### config.mk
export PLATFORM = sky130hd
export DESIGN_NAME = data_bus_arbiter_flat
export DESIGN_NICKNAME = d
export VERILOG_FILES = /design/src/rtl/data_bus_arbiter_if.sv /design/src/rtl/data_bus_arbiter.sv /design/src/flat_wrapper.sv
export SDC_FILE = /design/constraint.sdc
export NUM_CORES = 1
export LEC_CHECK = 0
export ABC_CLOCK_PERIOD_IN_PS = 5200
export BUFFER_PORTS_ARGS = -buffer_cell sky130_fd_sc_hd__buf_2
export CAP_MARGIN = 10
export CORE_AREA = 3 3 122 124
export CTS_BUF_LIST = sky130_fd_sc_hd__clkbuf_4 sky130_fd_sc_hd__clkbuf_8
export DETAILED_ROUTE_END_ITERATION = 10
export DIE_AREA = 0 0 125 127
export GPL_TIMING_DRIVEN = 0
export PLACE_DENSITY = 0.69
export SLEW_MARGIN = 20
export SYNTH_ARGS = -nofsm -noshare
export SYNTH_HDL_FRONTEND = slang
export SYNTH_SLANG_ARGS = --single-unit
### constraint.sdc
create_clock -name clk_i -period 5.2 [get_ports clk_i]
set_clock_uncertainty 0.1 [all_clocks]
set_input_delay 0.26 -clock clk_i [delete_from_list [all_inputs] [get_ports clk_i]]
set_output_delay 0.26 -clock clk_i [all_outputs]
set_load 0.02 [all_outputs]
### src/rtl/data_bus_arbiter_if.sv
// Bundle of both master ports and the shared slave port of the data bus arbiter.
// The slave modport is the arbiter's own view. The master modport is the view of
// the surrounding system: the two requesters, the slave device and the core lock.
interface data_bus_arbiter_if;

   // Master 0 (core data port)
   logic        m0_req;
   logic        m0_we;
   logic [3:0]  m0_be;
   logic [31:0] m0_addr;
   logic [31:0] m0_wdata;
   logic        m0_gnt;
   logic        m0_rvalid;
   logic [31:0] m0_rdata;
   logic        m0_lock;

   // Master 1 (DMA / debug loader)
   logic        m1_req;
   logic        m1_we;
   logic [3:0]  m1_be;
   logic [31:0] m1_addr;
   logic [31:0] m1_wdata;
   logic        m1_gnt;
   logic        m1_rvalid;
   logic [31:0] m1_rdata;
   logic        m1_err;

   // Shared slave port
   logic        slv_req;
   logic        slv_we;
   logic [3:0]  slv_be;
   logic [31:0] slv_addr;
   logic [31:0] slv_wdata;
   logic [31:0] slv_rdata;

   modport slave (
      input  m0_req, m0_we, m0_be, m0_addr, m0_wdata, m0_lock,
      output m0_gnt, m0_rvalid, m0_rdata,
      input  m1_req, m1_we, m1_be, m1_addr, m1_wdata,
      output m1_gnt, m1_rvalid, m1_rdata, m1_err,
      output slv_req, slv_we, slv_be, slv_addr, slv_wdata,
      input  slv_rdata
   );

   modport master (
      output m0_req, m0_we, m0_be, m0_addr, m0_wdata, m0_lock,
      input  m0_gnt, m0_rvalid, m0_rdata,
      output m1_req, m1_we, m1_be, m1_addr, m1_wdata,
      input  m1_gnt, m1_rvalid, m1_rdata, m1_err,
      input  slv_req, slv_we, slv_be, slv_addr, slv_wdata,
      output slv_rdata
   );

endinterface

### src/rtl/data_bus_arbiter.sv
// Two-master round-robin arbiter for the shared RAM / peripheral data bus.
// One transfer in flight at a time: IDLE (grant) -> ACCESS (slave req) -> RESP (rvalid).
// Master 0 can lock the bus across consecutive transfers; master 1 is filtered per
// peripheral index by M1_ALLOW and receives an error response when refused.
module data_bus_arbiter #(
   parameter logic [7:0] M1_ALLOW = 8'h61
) (
   input  logic                clk_i,
   input  logic                rst_n_i,
   data_bus_arbiter_if.slave   bus_io
);

   typedef enum logic [1:0] {
      StIdle   = 2'd0,
      StAccess = 2'd1,
      StResp   = 2'd2
   } state_e;

   state_e      state_q;
   logic        owner_q;     // master owning the transfer in flight
   logic        last_q;      // owner of the most recently completed transfer
   logic        locked_q;    // master 0 holds the bus
   logic        deny_q;      // current transfer refused, no slave access

   // Command latch
   logic        cmd_we_q;
   logic [3:0]  cmd_be_q;
   logic [31:0] cmd_addr_q;
   logic [31:0] cmd_wdata_q;

   // Registered pulse outputs
   logic        slv_req_q;
   logic        m0_rvalid_q;
   logic        m1_rvalid_q;
   logic        m1_err_q;

   // Winner selection and its command
   logic        win_valid;
   logic        win_id;
   logic        win_we;
   logic [3:0]  win_be;
   logic [31:0] win_addr;
   logic [31:0] win_wdata;
   logic        win_deny;
   logic        take;
   logic [31:0] resp_data;

   // Pick the winner among current requests; a held lock shuts master 1 out entirely.
   always_comb begin
      win_valid = 1'b0;
      win_id    = 1'b0;
      if (locked_q) begin
         win_valid = bus_io.m0_req;
         win_id    = 1'b0;
      end else if (bus_io.m0_req && bus_io.m1_req) begin
         win_valid = 1'b1;
         win_id    = ~last_q;
      end else if (bus_io.m0_req) begin
         win_valid = 1'b1;
         win_id    = 1'b0;
      end else if (bus_io.m1_req) begin
         win_valid = 1'b1;
         win_id    = 1'b1;
      end
   end

   // Route the winner's command and classify it against the master 1 access mask.
   always_comb begin
      win_we    = win_id ? bus_io.m1_we    : bus_io.m0_we;
      win_be    = win_id ? bus_io.m1_be    : bus_io.m0_be;
      win_addr  = win_id ? bus_io.m1_addr  : bus_io.m0_addr;
      win_wdata = win_id ? bus_io.m1_wdata : bus_io.m0_wdata;
      // Peripheral indices 8..255 are never reachable from master 1.
      win_deny  = win_id & ((|win_addr[31:27]) | ~M1_ALLOW[win_addr[26:24]]);
   end

   // Grant is combinational in IDLE and suppressed while reset is held.
   assign take           = (state_q == StIdle) && win_valid && rst_n_i;
   assign bus_io.m0_gnt  = take & ~win_id;
   assign bus_io.m1_gnt  = take &  win_id;

   // Transfer sequencer: latches the command, drives the slave and issues the response.
   always_ff @(posedge clk_i or negedge rst_n_i) begin
      if (!rst_n_i) begin
         state_q     <= StIdle;
         owner_q     <= 1'b0;
         last_q      <= 1'b1;
         locked_q    <= 1'b0;
         deny_q      <= 1'b0;
         cmd_we_q    <= 1'b0;
         cmd_be_q    <= '0;
         cmd_addr_q  <= '0;
         cmd_wdata_q <= '0;
         slv_req_q   <= 1'b0;
         m0_rvalid_q <= 1'b0;
         m1_rvalid_q <= 1'b0;
         m1_err_q    <= 1'b0;
      end else begin
         slv_req_q   <= 1'b0;
         m0_rvalid_q <= 1'b0;
         m1_rvalid_q <= 1'b0;
         m1_err_q    <= 1'b0;
         unique case (state_q)
            StIdle: begin
               if (take) begin
                  owner_q     <= win_id;
                  deny_q      <= win_deny;
                  cmd_we_q    <= win_we;
                  cmd_be_q    <= win_be;
                  cmd_addr_q  <= win_addr;
                  cmd_wdata_q <= win_wdata;
                  slv_req_q   <= ~win_deny;
                  state_q     <= StAccess;
               end
            end
            StAccess: begin
               m0_rvalid_q <= ~owner_q;
               m1_rvalid_q <=  owner_q;
               m1_err_q    <=  owner_q & deny_q;
               state_q     <= StResp;
            end
            StResp: begin
               last_q   <= owner_q;
               // Lock is only picked up or released at the end of a master 0 transfer.
               locked_q <= ~owner_q & bus_io.m0_lock;
               state_q  <= StIdle;
            end
            default: state_q <= StIdle;
         endcase
      end
   end

   // Slave side always reflects the latch; only the request strobe is qualified.
   assign bus_io.slv_req   = slv_req_q;
   assign bus_io.slv_we    = cmd_we_q;
   assign bus_io.slv_be    = cmd_be_q;
   assign bus_io.slv_addr  = cmd_addr_q;
   assign bus_io.slv_wdata = cmd_wdata_q;

   // Read data passes through only for a real (non-denied) read, and only to the owner.
   assign resp_data        = (deny_q || cmd_we_q) ? 32'h0 : bus_io.slv_rdata;
   assign bus_io.m0_rvalid = m0_rvalid_q;
   assign bus_io.m1_rvalid = m1_rvalid_q;
   assign bus_io.m0_rdata  = m0_rvalid_q ? resp_data : 32'h0;
   assign bus_io.m1_rdata  = m1_rvalid_q ? resp_data : 32'h0;
   assign bus_io.m1_err    = m1_err_q;

   // Structural sanity: never two grants, never two responses.
   a_one_gnt : assert property (@(posedge clk_i) disable iff (!rst_n_i)
      !(bus_io.m0_gnt && bus_io.m1_gnt));
   a_one_rvalid : assert property (@(posedge clk_i) disable iff (!rst_n_i)
      !(bus_io.m0_rvalid && bus_io.m1_rvalid));

endmodule
### src/flat_wrapper.sv
// flat-port wrapper written by rule: the top's interface ports become plain ports
module data_bus_arbiter_flat 
#(
   parameter logic [7:0] M1_ALLOW = 8'h61
)
  (clk_i, rst_n_i, bus_io_m0_req, bus_io_m0_we, bus_io_m0_be, bus_io_m0_addr, bus_io_m0_wdata, bus_io_m0_lock, bus_io_m0_gnt, bus_io_m0_rvalid, bus_io_m0_rdata, bus_io_m1_req, bus_io_m1_we, bus_io_m1_be, bus_io_m1_addr, bus_io_m1_wdata, bus_io_m1_gnt, bus_io_m1_rvalid, bus_io_m1_rdata, bus_io_m1_err, bus_io_slv_req, bus_io_slv_we, bus_io_slv_be, bus_io_slv_addr, bus_io_slv_wdata, bus_io_slv_rdata);
  data_bus_arbiter_if bus_io_i ();
  input  logic clk_i;
  input  logic rst_n_i;
  input wire logic [$bits(bus_io_i.m0_req)-1:0] bus_io_m0_req;
  input wire logic [$bits(bus_io_i.m0_we)-1:0] bus_io_m0_we;
  input wire logic [$bits(bus_io_i.m0_be)-1:0] bus_io_m0_be;
  input wire logic [$bits(bus_io_i.m0_addr)-1:0] bus_io_m0_addr;
  input wire logic [$bits(bus_io_i.m0_wdata)-1:0] bus_io_m0_wdata;
  input wire logic [$bits(bus_io_i.m0_lock)-1:0] bus_io_m0_lock;
  output wire logic [$bits(bus_io_i.m0_gnt)-1:0] bus_io_m0_gnt;
  output wire logic [$bits(bus_io_i.m0_rvalid)-1:0] bus_io_m0_rvalid;
  output wire logic [$bits(bus_io_i.m0_rdata)-1:0] bus_io_m0_rdata;
  input wire logic [$bits(bus_io_i.m1_req)-1:0] bus_io_m1_req;
  input wire logic [$bits(bus_io_i.m1_we)-1:0] bus_io_m1_we;
  input wire logic [$bits(bus_io_i.m1_be)-1:0] bus_io_m1_be;
  input wire logic [$bits(bus_io_i.m1_addr)-1:0] bus_io_m1_addr;
  input wire logic [$bits(bus_io_i.m1_wdata)-1:0] bus_io_m1_wdata;
  output wire logic [$bits(bus_io_i.m1_gnt)-1:0] bus_io_m1_gnt;
  output wire logic [$bits(bus_io_i.m1_rvalid)-1:0] bus_io_m1_rvalid;
  output wire logic [$bits(bus_io_i.m1_rdata)-1:0] bus_io_m1_rdata;
  output wire logic [$bits(bus_io_i.m1_err)-1:0] bus_io_m1_err;
  output wire logic [$bits(bus_io_i.slv_req)-1:0] bus_io_slv_req;
  output wire logic [$bits(bus_io_i.slv_we)-1:0] bus_io_slv_we;
  output wire logic [$bits(bus_io_i.slv_be)-1:0] bus_io_slv_be;
  output wire logic [$bits(bus_io_i.slv_addr)-1:0] bus_io_slv_addr;
  output wire logic [$bits(bus_io_i.slv_wdata)-1:0] bus_io_slv_wdata;
  input wire logic [$bits(bus_io_i.slv_rdata)-1:0] bus_io_slv_rdata;
  assign bus_io_i.m0_req = bus_io_m0_req;
  assign bus_io_i.m0_we = bus_io_m0_we;
  assign bus_io_i.m0_be = bus_io_m0_be;
  assign bus_io_i.m0_addr = bus_io_m0_addr;
  assign bus_io_i.m0_wdata = bus_io_m0_wdata;
  assign bus_io_i.m0_lock = bus_io_m0_lock;
  assign bus_io_m0_gnt = bus_io_i.m0_gnt;
  assign bus_io_m0_rvalid = bus_io_i.m0_rvalid;
  assign bus_io_m0_rdata = bus_io_i.m0_rdata;
  assign bus_io_i.m1_req = bus_io_m1_req;
  assign bus_io_i.m1_we = bus_io_m1_we;
  assign bus_io_i.m1_be = bus_io_m1_be;
  assign bus_io_i.m1_addr = bus_io_m1_addr;
  assign bus_io_i.m1_wdata = bus_io_m1_wdata;
  assign bus_io_m1_gnt = bus_io_i.m1_gnt;
  assign bus_io_m1_rvalid = bus_io_i.m1_rvalid;
  assign bus_io_m1_rdata = bus_io_i.m1_rdata;
  assign bus_io_m1_err = bus_io_i.m1_err;
  assign bus_io_slv_req = bus_io_i.slv_req;
  assign bus_io_slv_we = bus_io_i.slv_we;
  assign bus_io_slv_be = bus_io_i.slv_be;
  assign bus_io_slv_addr = bus_io_i.slv_addr;
  assign bus_io_slv_wdata = bus_io_i.slv_wdata;
  assign bus_io_i.slv_rdata = bus_io_slv_rdata;
  data_bus_arbiter #(.M1_ALLOW(M1_ALLOW)) u_core (.clk_i(clk_i), .rst_n_i(rst_n_i), .bus_io(bus_io_i));
endmodule
Word level (Yosys, flattened, before mapping)
Memories as Yosys holds them, arrays and structs flattened.
Index checks and enable logic that the tools add are counted.
- register bits: 79
- memories: 1
- output and inout bits: 139
- memory bits (read-only): 8
- bits of input ports: 175
- word-level logic and storage cells: 58
- memories (memory ; words ; bits a word ; read ports ; clocked after Yosys merged registers in ; wr ports ; line ; text):
    (name not given) ; 8 ; 1 ; 1 ; 0 ; 0 ; data_bus_arbiter.sv:74 ; win_deny = win_id & ((|win_addr[31:27]) | ~M1_ALLOW[win_addr[26:24]]);
- equality and inequality tests: 3
- $lt $le $gt $ge: 1
- bitwise gates (word level): 11
- multiplexer cells: 22
- reductions and logical operators: 7
- operator list (cell ; count):
    $mux 32 ; 5
    $mux 1 ; 14
    $and 1x1->1 ; 5
    $not 1->1 ; 5
    $reduce_or 5->1 ; 1
    $lt 3x4->1 const B ; 1
    $mux 4 ; 1
    $pmux 2 s2 ; 1
    $logic_and 1x1->1 ; 3
    $eq 2x1->1 const B ; 1
    $eq 2x2->1 const B ; 1
    $logic_not 2->1 ; 1
    $mux 2 ; 1
    $ne 2x1->1 const B ; 1
    $reduce_and 2->1 ; 1
    $logic_or 1x1->1 ; 1
    $or 1x1->1 ; 1

Longest topological paths before layout
- word-level depth: 13
- mapped depth: 10
- depth with buffers taken out: 8

Least setup slack after synthesis
Ideal clock, no wire load.
- kind: register to register
- start point: reg u_core.last_q
- end point: reg u_core.slv_req_q, in the netlist u_core.bus_io.slv_req
- cell stages (with the launch flop): 10
- setup time: 95 ps
- arrival time: 1854 ps
- clock period less this slack: 2049 ps
- slack: 3151 ps
- data required time: 5005 ps
- buffers on the path: 1
- cell sequence: dfstp_2 nand2_2 nand2_4 buf_6 mux2i_1 ha_1 nand2b_1 a22oi_1 and3b_1 o31ai_1
- longest elaborated chain between the ends: 12
- elaborated cells between the ends (all ways): 13
- those cells by class: mux (6); bitwise (5); reduce/logical (1); memory (1)
- ends and longest elaborated chain (what ; line ; text):
    start, declared ; data_bus_arbiter.sv:21 ; logic last_q;
    start signal, assigned ; data_bus_arbiter.sv:123 ; last_q <= owner_q;
    $not 1->1 * ; data_bus_arbiter.sv:57 ; win_id = ~last_q;
    $mux 1 * ; data_bus_arbiter.sv:55 ; end else if (bus_io.m0_req && bus_io.m1_req) begin
    $mux 1 * ; data_bus_arbiter.sv:52 ; if (locked_q) begin
    $mux 32 ; data_bus_arbiter.sv:71 ; win_addr = win_id ? bus_io.m1_addr : bus_io.m0_addr;
    $mem_v2 8x1 ; n/a ;
    $mux 1 (not written as such) ; data_bus_arbiter.sv:74 ;
    $not 1->1 ; data_bus_arbiter.sv:74 ;
    $or 1x1->1 ; data_bus_arbiter.sv:74 ;
    $and 1x1->1 * ; data_bus_arbiter.sv:74 ;
    $not 1->1 * ; data_bus_arbiter.sv:112 ; slv_req_q <= ~win_deny;
    $mux 1 * ; data_bus_arbiter.sv:105 ; if (take) begin
    $mux 1 * ; data_bus_arbiter.sv:103 ; unique case (state_q)
    end signal, assigned ; data_bus_arbiter.sv:112 ;
    end, declared ; data_bus_arbiter.sv:32 ; logic slv_req_q;
Every way passes the cells marked *; elsewhere a longest branch is shown, timed or not. The select of a mux whose other input is x is not followed.
A chain may end at the register's enable or synchronous reset.

Worst setup path in the final report
- start point: in rst_n_i
- end point: out bus_io_m0_gnt
- longest elaborated chain between the ends: 2
- ends and longest elaborated chain (what ; line ; text):
    start, declared ; flat_wrapper.sv:9 ; input logic rst_n_i;
    $logic_and 1x1->1 ; data_bus_arbiter.sv:78 ; assign take = (state_q == StIdle) && win_valid && rst_n_i;
    $and 1x1->1 ; data_bus_arbiter.sv:79 ; assign bus_io.m0_gnt = take & ~win_id;
    end, declared ; flat_wrapper.sv:16 ; output wire logic [$bits(bus_io_i.m0_gnt)-1:0] bus_io_m0_gnt;
No other way between the ends.

==> qor.yml <==
run_status: "finished, final reports clean"
cts.path.max_buffers: 2
max_cap_viol_count: 0
worstPathBufferInverterCount: 6
clk_root_buffer_cell: "clkbuf_8"
route.antenna.remaining_nets: 0
port-buffer-count: 313
syn_avg_cell_area_um2: 9.964
r2r.worst_path.cells: 9
antenna_violations_before_repair: 4
crit_required_ps: 4840
slowest_stage: "dlygate4sd3_1"
rrSetupSlack_ps: 2700
critPathMaxFanout: 38
most_numerous_cell_in_the_yosys_netlist: "dfrtp_1"
hold_path_depth: 3
drive_above_1_share: 0.4812
crit_chain: "dlygate4sd3_1 > buf_4 > nor3b_4 > o21ai_2 > buf_6 > inv_2 > nand2_1 > inv_1 > buf_2"
report.power.total_mw: 2.875
drt_iter0_markers: 91
syn_to_final_growth_pct: 48.98
max_freq_mhz: 378.7
remaining_drc_errors: 0
detailroute.via_count: 4119
placedCellCount: 908
final.setup.tns_ps: 0
worst_r2r_startpoint: "u_core.last_q"
power.sequential.fraction: 0.360
htreeDepth: 3
crit_family: "buffers and inverters"
slew_headroom: 0.6104
worst_r2r_endpoint: "u_core.bus_io.slv_req"
syn-instance-count: 414
totalWireLength_um: 14440
edff_count_synth: 0
place_hpwl_um: 12090
hold_path.class: "in2reg"
holdBufCountCts: 1
initial_utilization: 0.2972
cts_buffer_count: 9
gp_congestion: 0.8540
min_period_over_period: 0.5078
post_layout_nonfiller_instances: 926
die_area_um2: 15880
clock_sink_count: 79
synth_async_sr_flop_share: 1.000
p_leak_nw: 3.685
maxSlewViolCount: 0
hold-worst-slack_ps: 82.92
part_of_the_power_in_the_clock_network: 0.158
synth_seq_cells: 79
grt_usage: 0.1752
vias_per_cell: 4.448
clock_tree_from_tritoncts: "done"
chipWidth_um: 125
routedWlPerCell_um: 15.60
share_comb_of_total_power: 0.482
first_pass_iters: 4
grt_max_degree: 44
setup.worst_path.end_class: "primary output"
transition_time_of_the_tightest_slew_check_pin_ps: 583.2
cpPeakStageDelay_ps: 520
ys_dominant_reg_cell: "dfrtp_1"
timing.critical_path.from_type: "primary input"
post_synth_instance_area_um2: 4125
pin_count: 314
netlist.top_cell.by_area: "dfrtp_1"
synth.top_cells.by_area: "dfrtp_1, mux2i_1, and2_1"
final_util: 0.4428
cellPowerDensity_nw_per_um2: 467.7
setup-violations-final: 0
path_class: "in2out"
die_height_um: 127
overflow: 0
sw_frac_of_total: 0.4321
synthDominantCellAreaShare: 0.4732
grt_setup_unrepaired: "false"
path_clk_slew_ps: 90
vdd.ir_drop.worst_mv: 0.2233
internal_power_mw: 1.633
yosysSeqAreaShare: 0.4795
synth_warnings: 0
fin_nets: 916
post_synth_num_cell_types: 33
postCtsSetupBuffers: 0
first_global_vias: 4085
synth_fp_nets: 590
floorplan.rows: 43
core_region_area_um2: 13880
total_switching_power_mw: 1.242
worst_path_arrival_ps: 2280
fillCellCount: 1397
holdPathEnd: "u_core.bus_io.slv_wdata[27]"
grt_first_pass_wirelength_um: 21870
postCtsResizedCells: 0
hold_viol_final: 0
final_critical_path_required_period_ps: 2640
hold_start: "bus_io_m1_wdata[27]"
post_synth_most_frequent_cells: "dfrtp_1, nand2_1, mux2i_1"
clock_latency_ps: 340
## layer usage
metal,part of all wire,track usage,routed length [um]
met4,0.018,0.04974,264
met5,0.00048,0,7
met3,0.075,0.04431,1081
met2,0.52,0.3243,7572
met1,0.38,0.2002,5515
## placed cells by master (no fill, tap or decap), drive strengths merged, types with 3 or more instances in the layout
cell    Yosys  final
mux2        4      4
nand2      75     75
nor2b       5      5
clkinv      0      3
clkbuf     10     20
dfrtp      78     78
o21ai      69     69
mux2i      68     68
inv         4      4
buf        19    333
nor3b       3      3
and2       65     65
## flip-flops by register name, summed over array words and instances, names as in the netlist
| name | flops |
|---|---|
| u_core.bus_io.slv_addr | 32 |
| u_core.bus_io.slv_wdata | 32 |
| u_core.bus_io.slv_be | 4 |
| u_core.state_q | 2 |
| u_core.bus_io.m0_rvalid | 1 |
| u_core.bus_io.m1_err | 1 |
| u_core.bus_io.m1_rvalid | 1 |
| u_core.bus_io.slv_req | 1 |
| u_core.bus_io.slv_we | 1 |
| u_core.deny_q | 1 |
| u_core.last_q | 1 |
| u_core.locked_q | 1 |
| u_core.owner_q | 1 |
## kinds of logic (layout without fill, tap and decap cells)
kind of cell / count (synthesis) / count (layout) / synth area share
adder cells (fa/ha/maj): 1 / 1 / 0.003033
flip-flops: 79 / 79 / 0.4795
buffers and inverters: 33 / 363 / 0.05035
multiplexers: 72 / 72 / 0.1768
other: 0 / 2 / 0
AO/OA/AOI/OAI: 73 / 73 / 0.09221
AND/OR/NAND/NOR: 156 / 156 / 0.1981
## power groups by stage
stage / clock network, mW / logic (mW) / registers [mW]
finish: 0.454 / 1.39 / 1.04
global route: 0.502 / 1.51 / 1.08
CTS: 0.474 / 1.41 / 1.04
detailed placement: 0 / 1.42 / 1.04
global placement: 0 / 1.39 / 1.04
floorplan: 0 / 0.547 / 1.36
## layout make-up
class                      instances  area, um^2  area share
multi-input combinational        302        1939      0.3156
buffer                            29       192.7     0.03135
sequential                        79        1978      0.3219
antenna                            2       5.005   0.0008143
tap                              180       225.2     0.03664
inverter                           4       15.01    0.002443
timing repair buffer             315        1599      0.2602
clock buffer                      10       131.4     0.02138
clock inverter                     5       60.06    0.009772
## worst register-to-register path, delay by kind of cell (launching register included)
kind	cells	cell delay [ps]
mux	1	390
simple gates	4	570
fa+ha+maj	1	230
flops	1	550
buf+inv	1	220
compound gates	2	370
## worst max-delay path by stage
stage | from | end | slack, ps | depth (start not counted)
after floorplan | u_core.last_q | u_core.bus_io.slv_req | 3150 | 9
after global placement | rst_n_i | bus_io_m0_gnt | 2070 | 8
after detailed placement | u_core.last_q | u_core.bus_io.slv_req | 2620 | 9
after CTS | rst_n_i | bus_io_m0_gnt | 2520 | 9
after global routing | rst_n_i | bus_io_m0_gnt | 2360 | 9
final | rst_n_i | bus_io_m0_gnt | 2560 | 9
## through the flow
stage | area, um^2 | setup slack [ps]
after floorplan | 4125 | 3151
after global placement | 5917 | 2070
after detailed placement | 5939 | 2616
after CTS | 6141 | 2516
after global routing | 6146 | 2364
final | 6146 | 2560
(Power assumes the default switching activity.)
